[config.mk]
export PLATFORM = sky130hd
export DESIGN_NAME = alu_74382_nibble_seq
export DESIGN_NICKNAME = d
export VERILOG_FILES = /design/src/rtl/alu_74382_nibble_seq.sv
export SDC_FILE = /design/constraint.sdc
export NUM_CORES = 1
export LEC_CHECK = 0
export CAP_MARGIN = 5
export CORE_UTILIZATION = 55
export CTS_CLUSTER_SIZE = 25
export DETAILED_ROUTE_END_ITERATION = 16
export DONT_BUFFER_PORTS = 1
export PLACE_DENSITY = 0.7
export SKIP_CTS_REPAIR_TIMING = 1
export SYNTH_ARGS = -nofsm -noshare
export SYNTH_HDL_FRONTEND = slang
export SYNTH_SLANG_ARGS = --single-unit
[constraint.sdc]
create_clock -name clk -period 2.7 [get_ports clk]
set_clock_uncertainty 0.05 [all_clocks]
set_input_delay 0.27 -clock clk [delete_from_list [all_inputs] [get_ports clk]]
set_output_delay 0.27 -clock clk [all_outputs]
set_load 0.1 [all_outputs]
[src/rtl/alu_74382_nibble_seq.sv]
// alu_74382_nibble_seq
// Runs a wide (4*NIBBLES-bit) ALU operation through a single 4-bit 74382
// core, one nibble per clock, least-significant nibble first. The core's
// carry out is fed back as the next nibble's carry in, and the core outputs
// are assembled into a wide response behind a valid/ready handshake.
//
// Optional feature macro: ALU_SEQ_BACK2BACK_EN
//   defined   : a new request may be accepted on the same edge that the
//               pending response is taken (initiation interval NIBBLES+1).
//   undefined : DONE always passes through IDLE before the next request.
//
// state | meaning
// ------+--------------------------------------------------------------
// IDLE  | waiting for a request, req_ready=1, core inputs held at 0
// RUN   | one nibble per cycle through the core, carry rippled in r_carry
// DONE  | response held on rsp_* until rsp_ready, core inputs held at 0

module alu_74382_nibble_seq #(
    parameter int NIBBLES = 4,
    parameter int SEL_W   = 3
) (
    input  logic                   clk,
    input  logic                   rst_n,

    input  logic                   req_valid,
    output logic                   req_ready,
    input  logic [SEL_W-1:0]       req_sel,
    input  logic [4*NIBBLES-1:0]   req_a,
    input  logic [4*NIBBLES-1:0]   req_b,
    input  logic                   req_cin,

    output logic [SEL_W-1:0]       alu_sel,
    output logic [3:0]             alu_a,
    output logic [3:0]             alu_b,
    output logic                   alu_cin,
    input  logic [3:0]             alu_f,
    input  logic                   alu_ovr,
    input  logic                   alu_cout,

    output logic                   rsp_valid,
    input  logic                   rsp_ready,
    output logic [4*NIBBLES-1:0]   rsp_result,
    output logic                   rsp_ovr,
    output logic                   rsp_cout,

    output logic                   busy
);

    localparam int W     = 4 * NIBBLES;
    localparam int IDX_W = (NIBBLES > 1) ? $clog2(NIBBLES) : 1;

    typedef enum logic [1:0] {
        ST_IDLE = 2'd0,
        ST_RUN  = 2'd1,
        ST_DONE = 2'd2
    } state_t;

    state_t              r_state;
    state_t              w_state_nxt;

    logic [SEL_W-1:0]    r_sel;
    logic [W-1:0]        r_a;
    logic [W-1:0]        r_b;
    logic [W-1:0]        r_res;
    logic                r_carry;
    logic [IDX_W-1:0]    r_idx;
    logic                r_ovr;
    logic                r_cout;

    logic                w_accept;
    logic                w_last;
    logic [3:0]          w_a_nib;
    logic [3:0]          w_b_nib;

    assign w_accept = req_valid && req_ready;
    assign w_last   = (r_idx == IDX_W'(NIBBLES - 1));

    // Select the operand nibbles addressed by the current index.
    always_comb begin
        w_a_nib = 4'h0;
        w_b_nib = 4'h0;
        for (int n = 0; n < NIBBLES; n++) begin
            if (r_idx == IDX_W'(n)) begin
                w_a_nib = r_a[4*n +: 4];
                w_b_nib = r_b[4*n +: 4];
            end
        end
    end

    // State register; reset abandons any operation in flight.
    always_ff @(posedge clk or negedge rst_n) begin
        if (!rst_n) begin
            r_state <= ST_IDLE;
        end else begin
            r_state <= w_state_nxt;
        end
    end

    // Next-state and handshake/core-drive outputs.
    always_comb begin
        w_state_nxt = r_state;
        req_ready   = 1'b0;
        rsp_valid   = 1'b0;
        alu_sel     = '0;
        alu_a       = 4'h0;
        alu_b       = 4'h0;
        alu_cin     = 1'b0;
        case (r_state)
            ST_IDLE: begin
                req_ready = 1'b1;
                if (req_valid) begin
                    w_state_nxt = ST_RUN;
                end
            end
            ST_RUN: begin
                alu_sel = r_sel;
                alu_a   = w_a_nib;
                alu_b   = w_b_nib;
                alu_cin = r_carry;
                if (w_last) begin
                    w_state_nxt = ST_DONE;
                end
            end
            ST_DONE: begin
                rsp_valid = 1'b1;
`ifdef ALU_SEQ_BACK2BACK_EN
                // Taking the response frees the datapath on the same edge,
                // so a waiting request can be latched immediately.
                req_ready = rsp_ready;
                if (rsp_ready) begin
                    w_state_nxt = req_valid ? ST_RUN : ST_IDLE;
                end
`else
                if (rsp_ready) begin
                    w_state_nxt = ST_IDLE;
                end
`endif
            end
            default: begin
                w_state_nxt = ST_IDLE;
            end
        endcase
    end

    // Request latch and per-nibble accumulation of result, carry and flags.
    always_ff @(posedge clk or negedge rst_n) begin
        if (!rst_n) begin
            r_sel   <= '0;
            r_a     <= '0;
            r_b     <= '0;
            r_res   <= '0;
            r_carry <= 1'b0;
            r_idx   <= '0;
            r_ovr   <= 1'b0;
            r_cout  <= 1'b0;
        end else if (w_accept) begin
            r_sel   <= req_sel;
            r_a     <= req_a;
            r_b     <= req_b;
            r_carry <= req_cin;
            r_idx   <= '0;
        end else if (r_state == ST_RUN) begin
            for (int n = 0; n < NIBBLES; n++) begin
                if (r_idx == IDX_W'(n)) begin
                    r_res[4*n +: 4] <= alu_f;
                end
            end
            r_carry <= alu_cout;
            r_idx   <= r_idx + 1'b1;
            if (w_last) begin
                // Flags reported for the whole word are those of the top nibble.
                r_ovr  <= alu_ovr;
                r_cout <= alu_cout;
            end
        end
    end

    assign rsp_result = r_res;
    assign rsp_ovr    = r_ovr;
    assign rsp_cout   = r_cout;
    assign busy       = (r_state != ST_IDLE);

endmodule
Word level (Yosys, flattened, before mapping)
Cells that the tools add are included.
- output and inout port bits: 33
- input port bits: 46
- word-level logic and storage cells: 54
- flip-flop bits (word level): 58
- bitwise operators: 1
- eq/ne operators: 8
- $add $sub $neg: 1
- reductions and logical operators: 10
- muxes and demuxes: 22
- operators with widths (operator ; count):
    $mux 4 ; 10
    $reduce_and 3->1 ; 5
    $mux 2 ; 5
    $eq 2x2->1 const B ; 3
    $ne 2x2->1 const B ; 3
    $pmux 2 s3 ; 1
    $mux 1 ; 5
    $eq 2x1->1 const B ; 2
    $logic_not 2->1 ; 2
    $reduce_bool 2->1 ; 2
    $mux 3 ; 1
    $add 2x1->2 const B ; 1
    $logic_and 1x1->1 ; 1
    $not 1->1 ; 1

Logic depth before layout (Yosys ltp)
- depth after elaboration: 6
- mapped depth: 6
- gate-level depth less buffers: 5

Least setup slack after synthesis
No wires, ideal clock.
- path kind: flip-flop to output port
- from: register r_idx[0]
- to: output port alu_a[0]
- stages on the path, launching flop included: 7
- data arrival time: 4.203 ns
- buffers on the path: 1
- data required time: 2.380 ns
- path slack: -1.823 ns
- cell sequence: dfrtp_1 inv_1 ha_1 nor2b_1 clkbuf_1 a221oi_1 o41ai_1
- longest elaborated chain between the ends: 6
- elaborated cells between the ends (all ways): 9
- those cells by class: eq/ne (3); mux (5); reduce/logical (1)
- ends and longest elaborated chain (item ; line ; RTL):
    start, declared ; 66 ; logic [IDX_W-1:0] r_idx;
    start signal, assigned ; 169 ; r_idx <= r_idx + 1'b1;
    $logic_not 2->1 ; 83 ; if (r_idx == IDX_W'(n)) begin
    $mux 4 (3 in a row) ; 83 ;
    $mux 4 (*) ; 83 ;
    $mux 4 (*) ; 108 ; case (r_state)
    end, declared ; 33 ; output logic [3:0] alu_a,
Mark *: on every way between the ends. The rest lies on a longest branch, timed or not.

Worst setup path in the final report
Ends and elaborated chain as after synthesis.

==> results <==
- The end of the worst register-to-register path is rsp_result[11]$_DFFE_PN0P_.
- The instance count of the mapped netlist is around 260.
- In this run the tool buffered the top-level ports with 0 buffer cells.
- OpenSTA, run right after detailed placement, puts the worst setup slack at 0.303 ns.
- The type of the worst setup path is flip-flop to output port.
- The number of hold violations in the final report came to 0.
- The clock tree synthesis step divided the H-tree into 3 levels.
- The number of nets handed over by synthesis was ~310.
- Counting the buffers created by CTS gives 9.
- In this run the core area contains 24 standard-cell rows.
- The number of buffers and inverters on the critical path is 2.
- After layout, the worst path uses between 90% and 100% of the clock period.
- The number of global-route vias before repair is 2106.
- The critical path's top delay family is compound AO/OA/AOI/OAI gates.
- Dividing the detail-routed wire length by the instance count gives 17.2 um.
- The total die area is 4930 sq um.
- Dividing the detail-routed via count by the number of cells gives about 5.8.
- Summed over all layers, the routed wires come to approximately 5.9 mm.
- The final layout contains 334 nets.
- The initial antenna violation count is 0.
- The layout filler cell count is 327.
- Counting cells, the worst reg-to-reg path comes to 4.
- The final hold slack is 0.000608 ns.
- The repair_antennas step left the layout with diodes totalling 0.
- After synthesis the netlist holds a flip-flop and latch count of 58.
- The launch point of the worst hold path is req_a[1].
- The Yosys step of the flow raised 0 warnings.
- The half-perimeter wire length after detailed placement is ~4.0 mm.
- The placeable core region is 4410 sq um.
- The pre-antenna-repair detailed-routing pass consisted of 4 iterations.
- Leaving out fill and tap cells, the most frequent cell in the layout is sky130_fd_sc_hd__nand2_1.
- Entering global routing, the biggest net connects 59 pins.
- The type of the most critical hold path is primary input to flip-flop.
- The number of clock sinks is 58.
- The number of pins with negative max-slew slack in the final report is 0.
- The number of maximum-capacitance constraint violations is 0.
- Synthesis instantiated 24 different standard cells from the library.
- The final period demand of the worst path is 2.51 ns.
- The worst-case headroom to the max-slew limit is 37.6%.
- Once detail routing completed, the nets flagged for antenna violations numbered 0.
- The routability congestion estimate from global placement is 0.798.
- Summing the sequential cell areas from Yosys gives 56.7% of the chip area.
- The starting utilization of the core area is 58.0%.
- The worst hold path passes through 2 cells.
- The synthesized area divided by synthesized cell count is around 10 sq um.
- The highest clock frequency the design can meet is roughly 0.4 GHz.
- The top cell types in the final layout, fill and taps aside, are 111 x sky130_fd_sc_hd__nand2_1, 58 x sky130_fd_sc_hd__dfrtp_1, 18 x sky130_fd_sc_hd__mux2_2.
- At the later pin of the worst-skew pair, clock insertion delay measures 0.32 ns.
- In this run the cell area of the synthesized design comes to 2560 sq um.
- The worst path meets setup with 0.188 ns of slack.
- The total overflow left after global routing is 0.
- The relative area change from synthesis to final layout is 27.7%.
- Setup repair after global routing left no endpoint under its margin.
- The worst reg2reg path startpoint is r_idx[0]$_DFFE_PN0P_.
- The required time of the critical path is 2.38 ns.
- For this design, the slowest cell found on the critical path is sky130_fd_sc_hd__ha_1.
- The flow ran to the end, and the final reports show no timing, DRC or antenna violations.
- STA classifies the critical path startpoint as a flip-flop.
- STA classifies the critical path endpoint as an output port.
- Traced cell by cell, the critical path runs through inv_1, ha_1, a221oi_1, o41ai_4, buf_12.
- The die height is 70.2 um.
- At the pin with the least slew margin, the transition time is 0.936 ns.
- For this block, the via count after detailed routing is 1961.
- The stage delay of the slowest cell on the critical path is 0.54 ns.
- The remaining routing DRC violations is 0.
- The number of design-rule violations left by the first detailed-router iteration is 172.
- The setup slack of the worst register-to-register path is 0.87 ns.
- The wire length of the first global-routing pass is 9.72 mm.
- In this run the deepest clock path goes through 2 buffers.
- For the worst setup path, the data arrival time is 2.19 ns.
- The CTS tree is built.
- The all-layer global routing usage is 26.1%.
- In this run the worst path has a maximum fanout of 17.
- Cells with a size suffix above 1 make up 23.2% of the layout.
- between 70 and 80 I/O pins were placed.
- The die boundary width is 70.2 um.
- The path with the worst hold slack has its endpoint at r_a[1]$_DFFE_PN0P_.
- The clock slew at the register clock pins of the worst setup and hold paths is around 0.07 ns.
- Setup violations remaining at the end of the flow were counted as 0.
- The tree is rooted in a sky130_fd_sc_hd__clkbuf_8.
## cell type report
cell class	instances	area, sq um	share of cell area, %
flip-flops and latches	58	1450	44.4
multi-input cells	185	1170	35.8
repair buffers	26	375	11.5
clock buffers	12	165	5.05
well taps	52	65.1	1.99
clock inverters	4	25.0	0.766
inverters	4	15.0	0.459
## worst max path at each step
| stage | startpoint | endpoint | slack, ns | cells after the start |
|---|---|---|---|---|
| final | r_idx[0]$_DFFE_PN0P_ | alu_a[0] | 0.19 | 5 |
| after global routing | r_idx[0]$_DFFE_PN0P_ | alu_a[2] | 0.001 | 5 |
| after CTS | r_idx[0]$_DFFE_PN0P_ | alu_a[0] | -0.09 | 6 |
| after detailed placement | r_idx[0]$_DFFE_PN0P_ | alu_a[0] | 0.30 | 6 |
| after global placement | r_idx[0]$_DFFE_PN0P_ | alu_a[0] | 0.38 | 6 |
| after floorplan | r_idx[0]$_DFFE_PN0P_ | alu_a[0] | -0.49 | 6 |
## state kept, by name, indices dropped and copies added, names as in the netlist
signal,count
r_a,16
r_sel,3
rsp_cout,1
r_state,2
r_b,16
rsp_ovr,1
r_idx,2
rsp_result,16
r_carry,1
## metal layers
layer / up-vias / part of all wire, % / global-route usage [%]
li1: 905 / - / -
met1: 949 / 40 / 32.2
met2: 95 / 51 / 43.2
met3: 12 / 6.9 / 7.79
met4: 0 / 1.5 / 10.2
met5: - / 0 / 0
## cells in the mapped netlist (all sizes together)
library cell	instances	area share (%)
a22oi	1	0.29
nand3	9	1.8
nor3	1	0.20
inv	4	0.59
mux2	18	7.9
a221oi	7	2.4
nor2	1	0.15
nand2b	2	0.49
a21oi	1	0.20
nor3b	1	0.49
nor2b	10	2.4
o21ai	4	0.78
or3b	1	0.34
and2	4	0.98
ha	4	2.0
dfrtp	58	57
buf	8	1.7
o31ai	1	0.29
a32o	1	0.39
o41ai	7	2.4
nand2	112	17
clkbuf	7	1.0
## cell families (layout without fill, tap and decap cells)
family	count (synthesis)	count (layout)	share of synthesized area, %
AOI/OAI and AO/OA	22	22	6.75
adders and majority gates	4	4	1.96
buffers and inverters	19	46	3.28
DFF	58	58	56.7
muxes	18	18	7.92
and+or+nand+nor	141	141	23.4
## per-stage QoR
stage / cell area (sq um) / TNS (ns) / instances / util [%]
2_1_floorplan: 2680 / -0.520 / 262 / -
3_3_place_gp: 3000 / 0 / 320 / 68.0
3_5_place_dp: 3000 / 0 / 320 / 68.0
4_1_cts: 3190 / -0.390 / 336 / 72.3
5_1_grt: 3270 / 0 / 341 / 74.0
6_report: 3270 / 0 / 341 / 74.0
Power is left out: the tool's default activity adds up to more than one toggle a clock period on the data nets, which glitch-free logic cannot reach.
